--- src/rtl/reg_bus_arbiter.sv ---
// Round-robin arbiter that sequences one read or write at a time onto a shared bus register.
// Each transaction runs IDLE (arbitrate) -> XFER (one cycle) -> ACK (one cycle); all outputs are registered.
module reg_bus_arbiter #(
  parameter int N  = 4,
  parameter int DW = 8
) (
  input  logic            clk,
  input  logic            Rs,
  input  logic [N-1:0]    req,
  input  logic [N-1:0]    we,
  input  logic [N*DW-1:0] wdata,
  output logic [N-1:0]    gnt,
  output logic            ack,
  output logic [DW-1:0]   rdata,
  output logic            busy,
  input  logic [DW-1:0]   bus_q,
  output logic [DW-1:0]   bus_d,
  output logic            bus_drv,
  output logic            reg_rw
);

  localparam int PW = (N > 1) ? $clog2(N) : 1;

  typedef enum logic [1:0] {IDLE, XFER, ACK} state_t;

  state_t          state_q, state_d;
  logic [PW-1:0]   ptr_q, ptr_d;
  logic [N-1:0]    gnt_q, gnt_d;
  logic            ack_q, ack_d;
  logic [DW-1:0]   rdata_q, rdata_d;
  logic [DW-1:0]   bus_d_q, bus_d_d;
  logic            bus_drv_q, bus_drv_d;
  logic            reg_rw_q, reg_rw_d;
  logic            busy_q, busy_d;
  logic            we_q, we_d;

  logic            win_vld;
  logic [PW-1:0]   win_idx;
  logic [PW-1:0]   cand;
  logic [DW-1:0]   win_wdata;

  // Scan starts one past the last grant, so the previous winner has lowest priority.
  always_comb begin
    win_vld   = 1'b0;
    win_idx   = '0;
    cand      = '0;
    win_wdata = '0;
    for (int off = 1; off <= N; off++) begin
      cand = PW'((int'(ptr_q) + off) % N);
      if (!win_vld && req[cand]) begin
        win_vld = 1'b1;
        win_idx = cand;
      end
    end
    for (int i = 0; i < N; i++) begin
      if (win_idx == PW'(i)) win_wdata = wdata[i*DW +: DW];
    end
  end

  always_comb begin
    state_d   = state_q;
    ptr_d     = ptr_q;
    gnt_d     = gnt_q;
    ack_d     = ack_q;
    rdata_d   = rdata_q;
    bus_d_d   = bus_d_q;
    bus_drv_d = bus_drv_q;
    reg_rw_d  = reg_rw_q;
    busy_d    = busy_q;
    we_d      = we_q;
    case (state_q)
      IDLE: begin
        if (win_vld) begin
          state_d        = XFER;
          ptr_d          = win_idx;
          gnt_d          = '0;
          gnt_d[win_idx] = 1'b1;
          busy_d         = 1'b1;
          we_d           = we[win_idx];
          if (we[win_idx]) begin
            bus_drv_d = 1'b1;
            reg_rw_d  = 1'b1;
            bus_d_d   = win_wdata;
          end
        end
      end
      XFER: begin
        if (!we_q) rdata_d = bus_q;
        bus_drv_d = 1'b0;
        reg_rw_d  = 1'b0;
        ack_d     = 1'b1;
        state_d   = ACK;
      end
      ACK: begin
        ack_d   = 1'b0;
        gnt_d   = '0;
        busy_d  = 1'b0;
        state_d = IDLE;
      end
      default: begin
        state_d   = IDLE;
        gnt_d     = '0;
        ack_d     = 1'b0;
        bus_drv_d = 1'b0;
        reg_rw_d  = 1'b0;
        busy_d    = 1'b0;
      end
    endcase
  end

  always_ff @(posedge clk or posedge Rs) begin
    if (Rs) begin
      state_q   <= IDLE;
      ptr_q     <= PW'(N - 1);
      gnt_q     <= '0;
      ack_q     <= 1'b0;
      rdata_q   <= '0;
      bus_d_q   <= '0;
      bus_drv_q <= 1'b0;
      reg_rw_q  <= 1'b0;
      busy_q    <= 1'b0;
      we_q      <= 1'b0;
    end else begin
      state_q   <= state_d;
      ptr_q     <= ptr_d;
      gnt_q     <= gnt_d;
      ack_q     <= ack_d;
      rdata_q   <= rdata_d;
      bus_d_q   <= bus_d_d;
      bus_drv_q <= bus_drv_d;
      reg_rw_q  <= reg_rw_d;
      busy_q    <= busy_d;
      we_q      <= we_d;
    end
  end

  assign gnt     = gnt_q;
  assign ack     = ack_q;
  assign rdata   = rdata_q;
  assign busy    = busy_q;
  assign bus_d   = bus_d_q;
  assign bus_drv = bus_drv_q;
  assign reg_rw  = reg_rw_q;

endmodule
--- config.mk ---
export PLATFORM = sky130hd
export DESIGN_NAME = reg_bus_arbiter
export DESIGN_NICKNAME = d
export VERILOG_FILES = /design/src/rtl/reg_bus_arbiter.sv
export SDC_FILE = /design/constraint.sdc
export NUM_CORES = 1
export LEC_CHECK = 0
export ABC_CLOCK_PERIOD_IN_PS = 6300
export BUFFER_PORTS_ARGS = -buffer_cell sky130_fd_sc_hd__buf_2
export CAP_MARGIN = 5
export CORE_ASPECT_RATIO = 2
export CORE_MARGIN = 1
export CORE_UTILIZATION = 42
export DETAILED_ROUTE_END_ITERATION = 10
export GPL_ROUTABILITY_DRIVEN = 1
export PLACE_DENSITY_LB_ADDON = 0.05
export SLEW_MARGIN = 40
export SYNTH_ARGS = -nofsm -noshare
export SYNTH_HDL_FRONTEND = slang
export SYNTH_SLANG_ARGS = --single-unit
--- constraint.sdc ---
create_clock -name clk -period 6.3 [get_ports clk]
set_clock_uncertainty 0.2 [all_clocks]
set_input_delay 0.63 -clock clk [delete_from_list [all_inputs] [get_ports clk]]
set_output_delay 0.63 -clock clk [all_outputs]
set_load 0.005 [all_outputs]
==> results of run 1 <==
-- flip-flops by register name (all words and copies together), names as in the netlist --
signal   count
rdata        8
gnt          4
bus_d        8
state_q      2
reg_rw       1
ptr_q        2
busy         1
we_q         1
ack          1
-- critical path, cell delays in order, from the launching register on --
cell and delay, ns:
dfstp_2 0.54, nand2b_1 0.14, a21oi_1 0.11, a211oi_4 0.42, mux2i_1 0.25, o22a_1 0.53, mux2_4 0.35
-- routing by layer --
layer,vias to the layer above,wire (um)
met5,-,0
met4,0,30
met3,4,148
met2,49,1661
met1,572,1005
li1,556,-
-- logic make-up (layout without fill, tap and decap cells) --
kind of cell / count (synthesis) / count (layout) / synth area share (%)
AO/OA/AOI/OAI: 14 / 14 / 7.217
buffers and inverters: 12 / 85 / 4.173
flip-flops: 28 / 28 / 48.87
multiplexers: 42 / 42 / 32.70
AND/OR/NAND/NOR: 21 / 21 / 7.044
-- worst max path at each step --
stage,startpoint,to,slack [ns],depth (start not counted)
6_report,ptr_q[0],bus_d[1],3.65,6
5_1_grt,ptr_q[0],bus_d[1],3.48,6
4_1_cts,ptr_q[0],bus_d[2],3.27,6
3_5_place_dp,req[3],bus_d[2],3.07,7
3_3_place_gp,req[3],bus_d[3],3.15,7
2_1_floorplan,req[3],bus_d[0],3.97,7
-- power by group --
group | switching (mW) | total, mW | internal (mW)
Combinational | 0.184 | 0.431 | 0.247
Sequential | 0.0565 | 0.331 | 0.275
Clock | 0.0548 | 0.111 | 0.0559
Total | 0.296 | 0.873 | 0.577
-- synthesized netlist by cell type --
library cell	number	area share (%)
nor2b_1	1	0.44
nand2_1	6	1.6
buf_2	3	1.0
a21oi_1	1	0.35
dfrtp_1	26	45
mux2_4	8	8.3
o211ai_1	1	0.52
mux2_2	8	6.3
and2_1	1	0.44
buf_4	1	0.52
or3_1	2	0.87
nor3_1	2	0.70
nor4_1	1	0.44
inv_1	6	1.6
a32o_1	1	0.70
dfstp_2	2	3.7
o22a_1	1	0.61
o21ai_1	3	1.0
mux2i_1	26	18
o21ai_0	4	1.4
o221ai_1	1	0.61
a211oi_4	1	1.4
nor2_1	5	1.3
clkbuf_1	1	0.26
a22o_1	1	0.61
nand2b_1	3	1.3
buf_6	1	0.78
-- area by class of cell --
| type | count | area (um2) | share of cell area [%] |
|---|---|---|---|
| timing repair buffer | 75 | 384.1 | 20.37 |
| inverter | 6 | 22.52 | 1.194 |
| tap | 31 | 38.79 | 2.057 |
| sequential | 28 | 703.2 | 37.29 |
| clock buffer | 4 | 55.05 | 2.920 |
| multi-input combinational | 77 | 681.9 | 36.16 |
-- through the flow --
step	power [mW]	setup WS, ns	hold WS [ns]
after floorplan	0.6379	3.975	0.2603
after global placement	0.7513	3.148	0.2703
after detailed placement	0.7692	3.073	0.2760
after CTS	0.8792	3.270	0.2225
after global routing	0.9417	3.477	0.2496
final	0.8730	3.652	0.2009
==> results.py, run 1 <==
metrics = {
    "run_status": {
        "status": "finished, violations left",
        "violations": "DRC",
    },
    "cells_and_area": {
        "instances_no_fill": 221,
        "area_delta_synth_final_pct": 31.04,
        "fin_area_um2": 1886,
        "drive_gt1_share_pct": 52.63,
        "fillerInstances": 303,
        "fin_util_pct": 58.39,
        "final_common_cell": "buf_2",
        "n_antenna_cell": 0,
        "layout_common_cells": "73 x buf_2, 26 x mux2i_1, 26 x dfrtp_1, 8 x mux2_4, 8 x mux2_2",
        "nets": 241,
    },
    "route": {
        "dr_total_vias": 1181,
        "post-route-drc-count": 10,
        "ant_nets": 0,
        "dr.pass1.iters": 8,
        "totalWireLength_mm": 2.846,
        "viasPerCell": 5.344,
        "drt_iter0_markers": 30,
        "wire_per_inst_um": 12.88,
    },
    "logic_synthesis": {
        "synth_seq_cells": 28,
        "synthDistinctLibCells": 27,
        "syn-num-nets": 167,
        "ys_seq_area_share_pct": 48.87,
        "yosys_warnings": 0,
        "synth.cell_area_um2": 1439,
        "syn_avg_cell_area_um2": 12.30,
        "synthCells": 117,
    },
    "clock_tree": {
        "cts_setup_buffers": 0,
        "cts-root-buf": "clkbuf_8",
        "clockBufferDepth": 2,
        "cts_sinks": 28,
        "path_clk_slew_ns": 0.09,
        "clk_latency_ns": 0.27,
        "numCtsBuffers": 3,
        "cts_tree": "yes",
        "holdBufCountCts": 0,
        "h-tree-depth": 1,
        "cts_resized": 0,
    },
    "timing": {
        "fmax_mhz": 377.6,
        "hold_violations": 0,
        "tns_ns": 0,
        "setup_violations": 0,
        "period_share_pct": 42.04,
        "report.final.slew_viol_count": 0,
        "worst_slew_pin_slew_ns": 0.5635,
        "max-slew-margin-rel_pct": 62.38,
        "rsz0062_at_grt": "false",
        "fin_crit_ns": 2.648,
    },
    "floorplan": {
        "die-height_um": 84.78,
        "start_util_pct": 44.56,
        "die_w_um": 43.39,
        "rows": 29,
        "ios": 74,
        "coreArea_um2": 3229,
        "die_area_um2": 3678,
    },
    "global_route": {
        "grt_max_degree": 29,
        "use_met1_pct": 16.90,
        "grt_antenna_before_repair": 0,
        "grtUsageMet2_pct": 32.78,
        "grt_first_pass_wirelength_mm": 4.726,
        "overflow": 0,
        "grt_usage_pct": 16.95,
        "grt_busiest_layer": "met2",
        "grtUsageMet3_pct": 2.366,
        "grt_pass1_vias": 1136,
    },
    "pwr": {
        "vdd_drop_max_uv": 232.1,
        "p_leak_nw": 1.022,
        "power_density_nw_per_um2": 463.0,
    },
    "worst_setup_path": {
        "reg2reg_to": "bus_d[1]",
        "r2r_cells": 6,
        "critical_path_class": "reg -> reg",
        "required_ns": 6.26,
        "critical_path.max_fanout": 10,
        "crit_arrival_ns": 2.61,
        "reg2reg_from": "ptr_q[0]",
        "r2r_slack_ns": 3.65,
        "worst_setup_path_end_kind": "flip-flop",
        "start_kind": "flip-flop",
    },
    "place": {
        "placed_cells": 216,
        "place_area_um2": 1819,
        "gp_congestion": 0.7249,
        "numPortBuffers": 73,
        "hpwlAfterDp_mm": 2.263,
    },
    "flow_run": {
        "drv_cap": 0,
    },
    "min_path": {
        "worstHoldPathType": "in -> async",
    },
}
No activity file was read; power rests on OpenSTA's default activity.
==> inputs of run 2 (changes only) <==
Settings changed: ABC_CLOCK_PERIOD_IN_PS 6300 to 2440.
Clock period 6.3 ns to 2.44 ns, I/O delays scaled along.
==> results.py, run 2 (synthesized netlist as in run 1, its figures left out) <==
metrics = {
    "flow_run": {
        "drv_cap": 0,
    },
    "pwr": {
        "p_clk_share_pct": 15.3,
        "vdd_drop_max_uv": 711.1,
        "p_leak_nw": 1.085,
        "power_density_nw_per_um2": 1194,
        "seqPwrFrac_pct": 35.0,
        "p_int_mw": 1.614,
        "p_sw_mw": 0.8009,
        "switching_share_pct": 33.16,
        "power_frac_comb_pct": 49.7,
    },
    "cells_and_area": {
        "drive_gt1_share_pct": 50.99,
        "layout_common_cells": "73 x buf_2, 26 x mux2i_1, 26 x dfrtp_1, 9 x dlygate4sd3_1",
        "final_common_cell": "buf_2",
        "fillerInstances": 284,
        "area_delta_synth_final_pct": 40.61,
        "n_antenna_cell": 0,
        "nets": 253,
        "fin_util_pct": 62.65,
    },
    "timing": {
        "report.final.slew_viol_count": 0,
        "hold_violations": 0,
        "timing.hold.ws_ns": 0.1852,
        "fmax_mhz": 436.5,
        "period_share_pct": 93.89,
        "rsz0062_at_grt": "false",
        "tns_ns": 0,
        "fin_crit_ns": 2.291,
        "setup_violations": 0,
        "worst_slew_pin_slew_ns": 0.4541,
        "max-slew-margin-rel_pct": 69.68,
    },
    "floorplan": {
        "die_area_um2": 3678,
        "die_w_um": 43.39,
        "start_util_pct": 44.56,
        "rows": 29,
        "coreArea_um2": 3229,
        "ios": 74,
        "die-height_um": 84.78,
    },
    "global_route": {
        "grt_first_pass_wirelength_mm": 5.354,
        "grt_max_degree": 22,
        "grt_antenna_before_repair": 0,
        "grt_pass1_vias": 1331,
        "grt_usage_pct": 19.31,
        "overflow": 0,
    },
    "clock_tree": {
        "cts_setup_buffers": 0,
        "clockBufferDepth": 2,
        "cts_tree": "yes",
        "cts-root-buf": "clkbuf_8",
        "h-tree-depth": 1,
        "cts_sinks": 28,
        "clk_latency_ns": 0.28,
        "path_clk_slew_ns": 0.09,
        "numCtsBuffers": 3,
    },
    "place": {
        "hpwlAfterDp_mm": 2.501,
        "numPortBuffers": 73,
        "gp_congestion": 0.8126,
    },
    "route": {
        "dr.pass1.iters": 7,
        "post-route-drc-count": 10,
        "dr_total_vias": 1205,
        "wire_per_inst_um": 13.91,
        "totalWireLength_mm": 3.242,
        "viasPerCell": 5.172,
        "drt_iter0_markers": 16,
        "ant_nets": 0,
    },
    "worst_setup_path": {
        "worst_setup_path_end_kind": "flip-flop",
        "start_kind": "flip-flop",
        "required_ns": 2.41,
        "critical_path.max_fanout": 19,
        "crit_arrival_ns": 2.26,
        "critical_path_class": "reg -> reg",
    },
    "min_path": {
        "worstHoldPathType": "in -> reg",
    },
    "run_status": {
        "violations": "DRC",
        "status": "finished, violations left",
    },
}
==> run 2: changes by cell type in the layout (fill, tap and decap cells not counted), sizes merged <==
cell / change
buf: +3
bufinv: +1
clkbuf: -1
dlygate4sd3: +9
==> run 2: final cells by class <==
type | count | area [um2] | area share, %
clock buffers | 3 | 41.29 | 2.041
well taps | 31 | 38.79 | 1.917
clock inverters | 1 | 30.03 | 1.484
multi-input cells | 77 | 681.9 | 33.70
flip-flops and latches | 28 | 703.2 | 34.76
repair buffers | 87 | 505.5 | 24.98
inverters | 6 | 22.52 | 1.113
==> run 2: stage by stage <==
| step | std cells | power, mW | setup WS, ns | area [um2] |
|---|---|---|---|---|
| floorplan | 117 | 1.647 | 0.1957 | 1439 |
| global placement | 220 | 2.008 | 0.2268 | 1862 |
| detailed placement | 220 | 2.062 | 0.1539 | 1862 |
| CTS | 233 | 2.451 | 0.1315 | 2023 |
| global route | 233 | 2.590 | 0.05443 | 2023 |
| finish | 233 | 2.415 | 0.1490 | 2023 |
==> run 2: power groups by stage <==
stage	Combinational, mW	Clock, mW	Sequential, mW
floorplan	0.785	0	0.862
global placement	1.16	0	0.845
detailed placement	1.21	0	0.854
CTS	1.22	0.381	0.848
global route	1.32	0.397	0.874
finish	1.20	0.370	0.846
==> run 2: final timing paths <==
path	from	end	slack, ns	cells past startpoint
max in group asynchronous	Rs	state_q[0]	1.24	4
hold reg to reg	ptr_q[0]	ptr_q[0]	0.30	2
setup / recovery	ptr_q[0]	bus_d[7]	0.15	8
setup reg to reg	ptr_q[0]	bus_d[7]	0.15	8
min in group asynchronous	Rs	rdata[2]	0.31	3
hold / removal	wdata[29]	bus_d[5]	0.19	4
==> run 2: worst max-delay path, stage by stage, from the launching register on <==
cell and delay, ns:
dfstp_2 0.54, nand2b_1 0.12, o211ai_1 0.11, o221ai_2 0.09, buf_4 0.33, nand2_1 0.11, o22a_1 0.21, buf_12 0.16
mux2_4 0.29
==> run 2: metal layers <==
layer	part of all wire [%]	wire length, um	track usage [%]	vias to the layer above
li1	-	-	-	578
met4	2.4	78	9.943	0
met3	4.9	158	3.226	8
met2	56	1824	36.23	56
met1	36	1180	18.95	563
met5	0	0	0	-
==> run 2: what timing repair did <==
item / 4_1_cts / 5_1_grt
hold buffers: 9 / 0
hold endpoints to repair: 26 / 0
resized for setup: 0 / 0
endpoints found under the setup margin: 0 / 0
